**config.mk**
```make
export PLATFORM = sky130hd
export DESIGN_NAME = led_event_sequencer_flat
export DESIGN_NICKNAME = d
export VERILOG_FILES = /design/src/rtl/led_pkg.sv /design/src/rtl/led_event_sequencer_if.sv /design/src/rtl/event_fifo.sv /design/src/rtl/led_event_sequencer.sv /design/src/flat_wrapper.sv
export SDC_FILE = /design/constraint.sdc
export NUM_CORES = 1
export LEC_CHECK = 0
export BUFFER_PORTS_ARGS = -buffer_cell sky130_fd_sc_hd__buf_2
export CAP_MARGIN = 10
export CORE_ASPECT_RATIO = 0.6
export CORE_MARGIN = 5
export CORE_UTILIZATION = 45
export CTS_BUF_LIST = sky130_fd_sc_hd__clkbuf_8
export DETAILED_ROUTE_END_ITERATION = 8
export PLACE_DENSITY = 0.7
export SLEW_MARGIN = 20
export SYNTH_ARGS = -nofsm -noshare
export SYNTH_HDL_FRONTEND = slang
export SYNTH_SLANG_ARGS = --single-unit
```
**constraint.sdc**
```tcl
create_clock -name clk_50M -period 3.12 [get_ports clk_50M]
set_input_delay 0.78 -clock clk_50M [delete_from_list [all_inputs] [get_ports clk_50M]]
set_output_delay 0.78 -clock clk_50M [all_outputs]
set_load 0.005 [all_outputs]
```
**src/rtl/led_pkg.sv**
```systemverilog
// ---------------------------------------------------------------------------
// led_pkg
// Shared definitions for the status-LED event sequencer:
//   - event-type encodings carried on ev_type
//   - sequencer FSM state encodings
//   - number of physical units that can raise an event
//   - packed FIFO record layout and small decode helpers
// ---------------------------------------------------------------------------
package led_pkg;

  // Event-type encodings; EV_NONE marks an empty/invalid record
  typedef enum logic [1:0] {
    EV_NONE   = 2'd0,
    EV_IFAULT = 2'd1,
    EV_PBLOCK = 2'd2,
    EV_BDROP  = 2'd3
  } ev_type_t;

  // Sequencer FSM states
  typedef enum logic [1:0] {
    ST_IDLE = 2'd0,
    ST_SHOW = 2'd1,
    ST_GAP  = 2'd2
  } state_t;

  // Units 0..UNIT_COUNT-1 are real; index 3 is reserved as invalid
  localparam int UNIT_COUNT = 3;

  // One FIFO entry: unit index plus event type
  typedef struct packed {
    logic [1:0] unit;
    ev_type_t   ev_type;
  } ev_rec_t;

  localparam int REC_W = $bits(ev_rec_t);

  // A record is worth showing only if it names a real unit and a real event
  function automatic logic rec_is_valid(input logic [1:0] unit, input logic [1:0] ev_type);
    return (int'(unit) < UNIT_COUNT) && (ev_type != EV_NONE);
  endfunction

  // Flag vector ordered {i_fault, p_block, b_drop}; at most one bit set
  function automatic logic [2:0] flags_for(input ev_type_t ev_type);
    case (ev_type)
      EV_IFAULT: return 3'b100;
      EV_PBLOCK: return 3'b010;
      EV_BDROP:  return 3'b001;
      default:   return 3'b000;
    endcase
  endfunction

endpackage

```
**src/rtl/led_event_sequencer_if.sv**
```systemverilog
// ---------------------------------------------------------------------------
// led_event_sequencer_if
// Valid/ready event channel from the navigation / pick-and-place FSMs to the
// LED event sequencer.
//   ev_valid  producer -> sequencer  record valid
//   ev_ready  sequencer -> producer  record can be taken this cycle
//   ev_unit   producer -> sequencer  unit index (0..2 valid, 3 invalid)
//   ev_type   producer -> sequencer  event type (0 = none / invalid)
// master = producer side, slave = sequencer side.
// ---------------------------------------------------------------------------
interface led_event_sequencer_if;
  logic       ev_valid;
  logic       ev_ready;
  logic [1:0] ev_unit;
  logic [1:0] ev_type;

  modport master (output ev_valid, output ev_unit, output ev_type, input ev_ready);
  modport slave  (input ev_valid, input ev_unit, input ev_type, output ev_ready);
endinterface

```
**src/rtl/event_fifo.sv**
```systemverilog
// ---------------------------------------------------------------------------
// event_fifo
// Small synchronous FIFO with registered storage and no write-to-read bypass.
// Pointers carry one extra wrap bit so full and empty are told apart without
// a separate occupancy counter.
// Ports:
//   clk, reset  rising-edge clock, synchronous active-high reset
//   push, din   write request and data (ignored while full)
//   pop, dout   read request (ignored while empty) and head-of-queue data
//   full, empty occupancy flags, derived from the pointers only
// ---------------------------------------------------------------------------
module event_fifo #(
  parameter int WIDTH = 4,
  parameter int DEPTH = 4
) (
  input  logic             clk,
  input  logic             reset,
  input  logic             push,
  input  logic [WIDTH-1:0] din,
  input  logic             pop,
  output logic [WIDTH-1:0] dout,
  output logic             full,
  output logic             empty
);

  localparam int AW = $clog2(DEPTH);

  logic [WIDTH-1:0] mem [DEPTH];
  logic [AW:0]      wr_ptr;
  logic [AW:0]      rd_ptr;
  logic             do_push;
  logic             do_pop;

  // Full when the index bits match but the wrap bits differ
  assign empty   = (wr_ptr == rd_ptr);
  assign full    = (wr_ptr[AW] != rd_ptr[AW]) && (wr_ptr[AW-1:0] == rd_ptr[AW-1:0]);
  assign do_push = push && !full;
  assign do_pop  = pop && !empty;
  assign dout    = mem[rd_ptr[AW-1:0]];

  // Storage needs no reset; the pointers decide what is valid
  always_ff @(posedge clk) begin
    if (do_push) begin
      mem[wr_ptr[AW-1:0]] <= din;
    end
  end

  // Pointer advance; reset empties the queue by realigning both pointers
  always_ff @(posedge clk) begin
    if (reset) begin
      wr_ptr <= '0;
      rd_ptr <= '0;
    end else begin
      if (do_push) wr_ptr <= wr_ptr + (AW+1)'(1);
      if (do_pop)  rd_ptr <= rd_ptr + (AW+1)'(1);
    end
  end

endmodule

```
**src/rtl/led_event_sequencer.sv**
```systemverilog
// ---------------------------------------------------------------------------
// led_event_sequencer
// Queues (unit, event) records and replays them to the LED driver one at a
// time: each event's flag is held for HOLD_CYCLES, then all flags stay low
// for GAP_CYCLES so consecutive indications remain distinguishable.
// Ports:
//   clk_50M    system clock (rising edge)
//   reset      synchronous, active-high
//   ev         event channel (slave side of led_event_sequencer_if)
//   unitlist   unit of the event being shown, kept after the flag drops
//   i_fault, p_block, b_drop  one-hot event flags
//   busy       sequencer active or records still queued
//   err_count  invalid records discarded, saturating at 255
// ---------------------------------------------------------------------------
module led_event_sequencer
  import led_pkg::*;
#(
  parameter int DEPTH       = 4,
  parameter int HOLD_CYCLES = 50_000_000,
  parameter int GAP_CYCLES  = 5_000_000,
  parameter int CNT_W       = 26
) (
  input  logic                 clk_50M,
  input  logic                 reset,
  led_event_sequencer_if.slave ev,
  output logic [1:0]           unitlist,
  output logic                 i_fault,
  output logic                 p_block,
  output logic                 b_drop,
  output logic                 busy,
  output logic [7:0]           err_count
);

  localparam logic [CNT_W-1:0] HOLD_LOAD = CNT_W'(HOLD_CYCLES - 1);
  localparam logic [CNT_W-1:0] GAP_LOAD  = CNT_W'(GAP_CYCLES - 1);

  state_t           state;
  logic [CNT_W-1:0] cnt;
  logic [2:0]       flags_q;
  logic             fifo_full;
  logic             fifo_empty;
  logic             accept;
  logic             rec_ok;
  logic             push;
  logic             pop;
  ev_rec_t          in_rec;
  ev_rec_t          head;
  logic [REC_W-1:0] head_bits;

  // Ready depends only on fill level, so a pop from full frees a slot
  // for the following cycle rather than the current one
  assign ev.ev_ready = !fifo_full;
  assign accept      = ev.ev_valid && !fifo_full;
  assign rec_ok      = rec_is_valid(ev.ev_unit, ev.ev_type);
  assign push        = accept && rec_ok;
  assign pop         = (state == ST_IDLE) && !fifo_empty;
  assign in_rec      = '{unit: ev.ev_unit, ev_type: ev_type_t'(ev.ev_type)};
  assign head        = ev_rec_t'(head_bits);

  assign {i_fault, p_block, b_drop} = flags_q;
  assign busy = (state != ST_IDLE) || !fifo_empty;

  event_fifo #(
    .WIDTH (REC_W),
    .DEPTH (DEPTH)
  ) u_fifo (
    .clk   (clk_50M),
    .reset (reset),
    .push  (push),
    .din   (in_rec),
    .pop   (pop),
    .dout  (head_bits),
    .full  (fifo_full),
    .empty (fifo_empty)
  );

  // Show/gap sequencer. unitlist is only rewritten on a pop, so it holds the
  // last unit through GAP and IDLE; the LED driver relies on all-flags-low
  // rather than on unitlist to stop the indication.
  always_ff @(posedge clk_50M) begin
    if (reset) begin
      state    <= ST_IDLE;
      cnt      <= '0;
      unitlist <= '0;
      flags_q  <= '0;
    end else begin
      case (state)
        ST_IDLE: begin
          if (!fifo_empty) begin
            unitlist <= head.unit;
            flags_q  <= flags_for(head.ev_type);
            cnt      <= HOLD_LOAD;
            state    <= ST_SHOW;
          end
        end
        ST_SHOW: begin
          if (cnt == '0) begin
            flags_q <= '0;
            cnt     <= GAP_LOAD;
            state   <= ST_GAP;
          end else begin
            cnt <= cnt - CNT_W'(1);
          end
        end
        ST_GAP: begin
          if (cnt == '0) begin
            state <= ST_IDLE;
          end else begin
            cnt <= cnt - CNT_W'(1);
          end
        end
        default: begin
          state   <= ST_IDLE;
          flags_q <= '0;
        end
      endcase
    end
  end

  // Invalid records still complete the handshake; they are only counted
  always_ff @(posedge clk_50M) begin
    if (reset) begin
      err_count <= '0;
    end else if (accept && !rec_ok && (err_count != 8'hFF)) begin
      err_count <= err_count + 8'd1;
    end
  end

endmodule
```
**src/flat_wrapper.sv**
```systemverilog
// flat-port wrapper written by rule: the top's interface ports become plain ports
module led_event_sequencer_flat import led_pkg::*;
#(
  parameter int DEPTH       = 4,
  parameter int HOLD_CYCLES = 50_000_000,
  parameter int GAP_CYCLES  = 5_000_000,
  parameter int CNT_W       = 26
)
  (clk_50M, reset, unitlist, i_fault, p_block, b_drop, busy, err_count, ev_ev_valid, ev_ev_unit, ev_ev_type, ev_ev_ready);
  led_event_sequencer_if ev_i ();
  input  logic clk_50M;
  input  logic reset;
  output logic [1:0] unitlist;
  output logic i_fault;
  output logic p_block;
  output logic b_drop;
  output logic busy;
  output logic [7:0] err_count;
  input wire logic [$bits(ev_i.ev_valid)-1:0] ev_ev_valid;
  input wire logic [$bits(ev_i.ev_unit)-1:0] ev_ev_unit;
  input wire logic [$bits(ev_i.ev_type)-1:0] ev_ev_type;
  output wire logic [$bits(ev_i.ev_ready)-1:0] ev_ev_ready;
  assign ev_i.ev_valid = ev_ev_valid;
  assign ev_i.ev_unit = ev_ev_unit;
  assign ev_i.ev_type = ev_ev_type;
  assign ev_ev_ready = ev_i.ev_ready;
  led_event_sequencer #(.DEPTH(DEPTH), .HOLD_CYCLES(HOLD_CYCLES), .GAP_CYCLES(GAP_CYCLES), .CNT_W(CNT_W)) u_core (.clk_50M(clk_50M), .reset(reset), .ev(ev_i), .unitlist(unitlist), .i_fault(i_fault), .p_block(p_block), .b_drop(b_drop), .busy(busy), .err_count(err_count));
endmodule
```
==> flow_metrics.tcl <==
set metrics [dict create \
    status "completed" \
    wl_um 8238 \
    cp_top_family "simple AND/OR/NAND/NOR gates" \
    insertion_delay_ns 0.35 \
    multiInputGateArea_sq_um 1774 \
    crit_end "u_core.cnt[19]" \
    synth_top_cell_area_share_pct 29.12 \
    chipHeight_um 77.02 \
    yosys.cell_count.top_type "dfxtp_1" \
    crit_slowest_cell "or4_1" \
    cp_data_arrival_time_ns 3.09 \
    skew_ns 0.01030 \
    r2r_cells 6 \
    drive_gt1_share_pct 17.66 \
    diodes 0 \
    fmax_mhz 350.5 \
    slowest_delay_ns 0.63 \
    ys_seq_area_share_pct 43.39 \
    cts_setup_buffers 0 \
    crit_path_frequent_cell "o21a_1" \
    crit_chain "or4_1 -> nor4_2 -> nand3_2 -> o21a_1 -> o21a_1 -> o221a_1" \
    cts.sinks 65 \
    cp.depth 6 \
    place_area_sq_um 3613 \
    grt.overflow.total 0 \
    holdBufCountCts 0 \
    core_area_sq_um 7267 \
    grt_pass1_vias 2661 \
    ctsRootBufferMaster "clkbuf_8" \
    seq_area_sq_um 1461 \
    remaining_drc_errors 0 \
    worstHoldStart "u_core.flags_q[0]" \
    final_area_sq_um 3767 \
    syn2layout_area_growth_pct 11.85 \
    drt_iter0_markers 238 \
    die_w_um 121.7 \
    postSynthCellCount 352 \
    final-setup-viol-count 0 \
    synthArstFlopShare_pct 0 \
    cts_tree "yes" \
    power_leakage_nw 1.460 \
    synth_nets 371 \
    path_class "reg2reg" \
    synth_seq_cells 65 \
    fin_crit_ns 2.853 \
    clk_pin_slew_ns 0.07 \
    synth_top_area_cell "dfxtp_1" \
    critPathRequiredTime_ns 3.36 \
    clockBufferDepth 2 \
    row_count 24 \
    antenna_found_initial 0 \
    slew_violations 0 \
    min_path_cells 2 \
    synth_area_leaders "dfxtp_1 (29%), edfxtp_1 (14%), nor2_1 (4.9%), ha_1 (4.5%), xor2_1 (2.9%)" \
    final_nets 399 \
    worst_pin_slew_ns 0.7753 \
    synth-edff-count 16 \
    power_density_nw_per_um2 939.6 \
    hold_class "reg2reg" \
    post-route-period-util_pct 91.45 \
    place_congestion 0.9593 \
    hold_violations 0 \
    grtUsageTotal_pct 18.63 \
    crit_path_start "u_core.cnt[22]" \
    maxCapViolCount 0 \
    ios 22 \
    peakVddDrop_uv 259.4 \
    path_max_fanout 21 \
    syn-cell-area_sq_um 3368 \
    ys_types 60 \
    relSlewSlack_pct 47.77 \
    path_buf_inv 0 \
    routed_via_density 5.892 \
    ys.flop_type "dfxtp_1" \
    grt_max_degree 32 \
    cp-end-kind "flop" \
    critPathLaunchType "flop" \
    rrSetupSlack_ns 0.27 \
    synth_common_cells "dfxtp_1 (49), nor2_1 (44), a21oi_1 (18), edfxtp_1 (16), o21ai_0 (16)" \
    fin_tns_setup_ns 0 \
    r2r_end "u_core.cnt[19]" \
    start_util_pct 46.35 \
    rr_startpoint "u_core.cnt[22]" \
    yosys_warnings 0 \
    cts_made_buffers 9 \
    dpl.hpwl_um 5928 \
    num_vias 2881 \
    rsz0062_at_grt "false" \
    syn_area_per_cell_sq_um 9.569 \
    drtPass1Iterations 5 \
    htreeDepth 3 \
    dieArea_sq_um 9372 \
    numPortBuffers 21 \
    cts_resized 0 \
    fillCellCount 692 \
    grt_pass1_wl_um 13630 \
    ant_nets 0 \
    wire_per_inst_um 16.85 \
]
[placed cells by master, fill, tap and decap left out, types with 9 or more instances in the layout]
master	count
clkbuf_8	9
dfxtp_1	49
o21ai_0	16
ha_1	12
nand2_1	15
buf_2	21
a21oi_1	18
nor2_1	44
nor3_1	10
inv_1	16
nand4_1	11
edfxtp_1	16
xor2_1	11
buf_4	12
[layer usage]
layer	up-vias	share of wire, %	global-route usage (%)
met3	9	11	7.500
met5	-	0	0
met2	150	38	24.13
li1	1375	-	-
met1	1347	49	27.57
met4	0	1.2	6.152
[layout make-up]
| type | instances | share of cell area [%] |
|---|---|---|
| Multi-Input combinational cell | 257 | 47.09 |
| Sequential cell | 65 | 38.79 |
| Timing Repair Buffer | 33 | 5.181 |
| Tap cell | 104 | 3.454 |
| Clock buffer | 9 | 3.288 |
| Inverter | 14 | 1.395 |
| Clock inverter | 7 | 0.7971 |
[worst min-delay path by stage]
stage	endpoint	slack [ns]
5_1_grt	u_core.cnt[10]	0.49
4_1_cts	u_core.cnt[10]	0.47
2_1_floorplan	u_core.cnt[10]	0.42
6_report	u_core.flags_q[0]	0.47
3_3_place_gp	u_core.cnt[10]	0.44
3_5_place_dp	u_core.cnt[10]	0.45
[registers in the layout, summed over array words and instances (netlist names), named ones only]
register and flops:
u_core.cnt 26, u_core.u_fifo.rd_ptr 3, u_core.unitlist 2, u_core.state 2, u_core.u_fifo.mem 16, u_core.err_count 8
u_core.u_fifo.wr_ptr 3, u_core.flags_q 3
[worst min-delay path: cells and delay by family (launching register included)]
| family | cells | cell delay, ns |
|---|---|---|
| and+or+nand+nor | 1 | 0.06 |
| AOI/OAI and AO/OA | 1 | 0.05 |
| DFF | 1 | 0.31 |
[cells by family (layout without fill, tap and decap cells)]
family          count (synthesis)  count (layout)  share of synthesized area [%]
compound gates                 92              92                          19.32
xor+xnor                       15              15                          3.900
fa+ha+maj                      12              12                          4.458
buf+inv                        30              63                          3.938
flops                          65              65                          43.39
mux                             8               8                          3.863
simple gates                  130             130                          21.14
[metrics by stage]
stage / setup WS, ns / hold WS [ns] / utilization (%) / total power [mW] / std cells
final: 0.2669 / 0.4699 / 51.84 / 3.540 / 489
after global routing: 0.1450 / 0.4890 / 51.84 / 3.789 / 489
after CTS: 0.3340 / 0.4718 / 51.84 / 3.502 / 489
after detailed placement: 0.3524 / 0.4455 / 49.72 / 2.911 / 473
after global placement: 0.4361 / 0.4414 / 49.72 / 2.874 / 473
after floorplan: 0.7630 / 0.4239 / - / 2.451 / 352
[power by group]
| group | internal, mW | switching, mW |
|---|---|---|
| logic | 0.681 | 1.04 |
| clock network | 0.272 | 0.310 |
| registers | 1.04 | 0.194 |
Note: power is estimated with default switching activity, not from simulation.
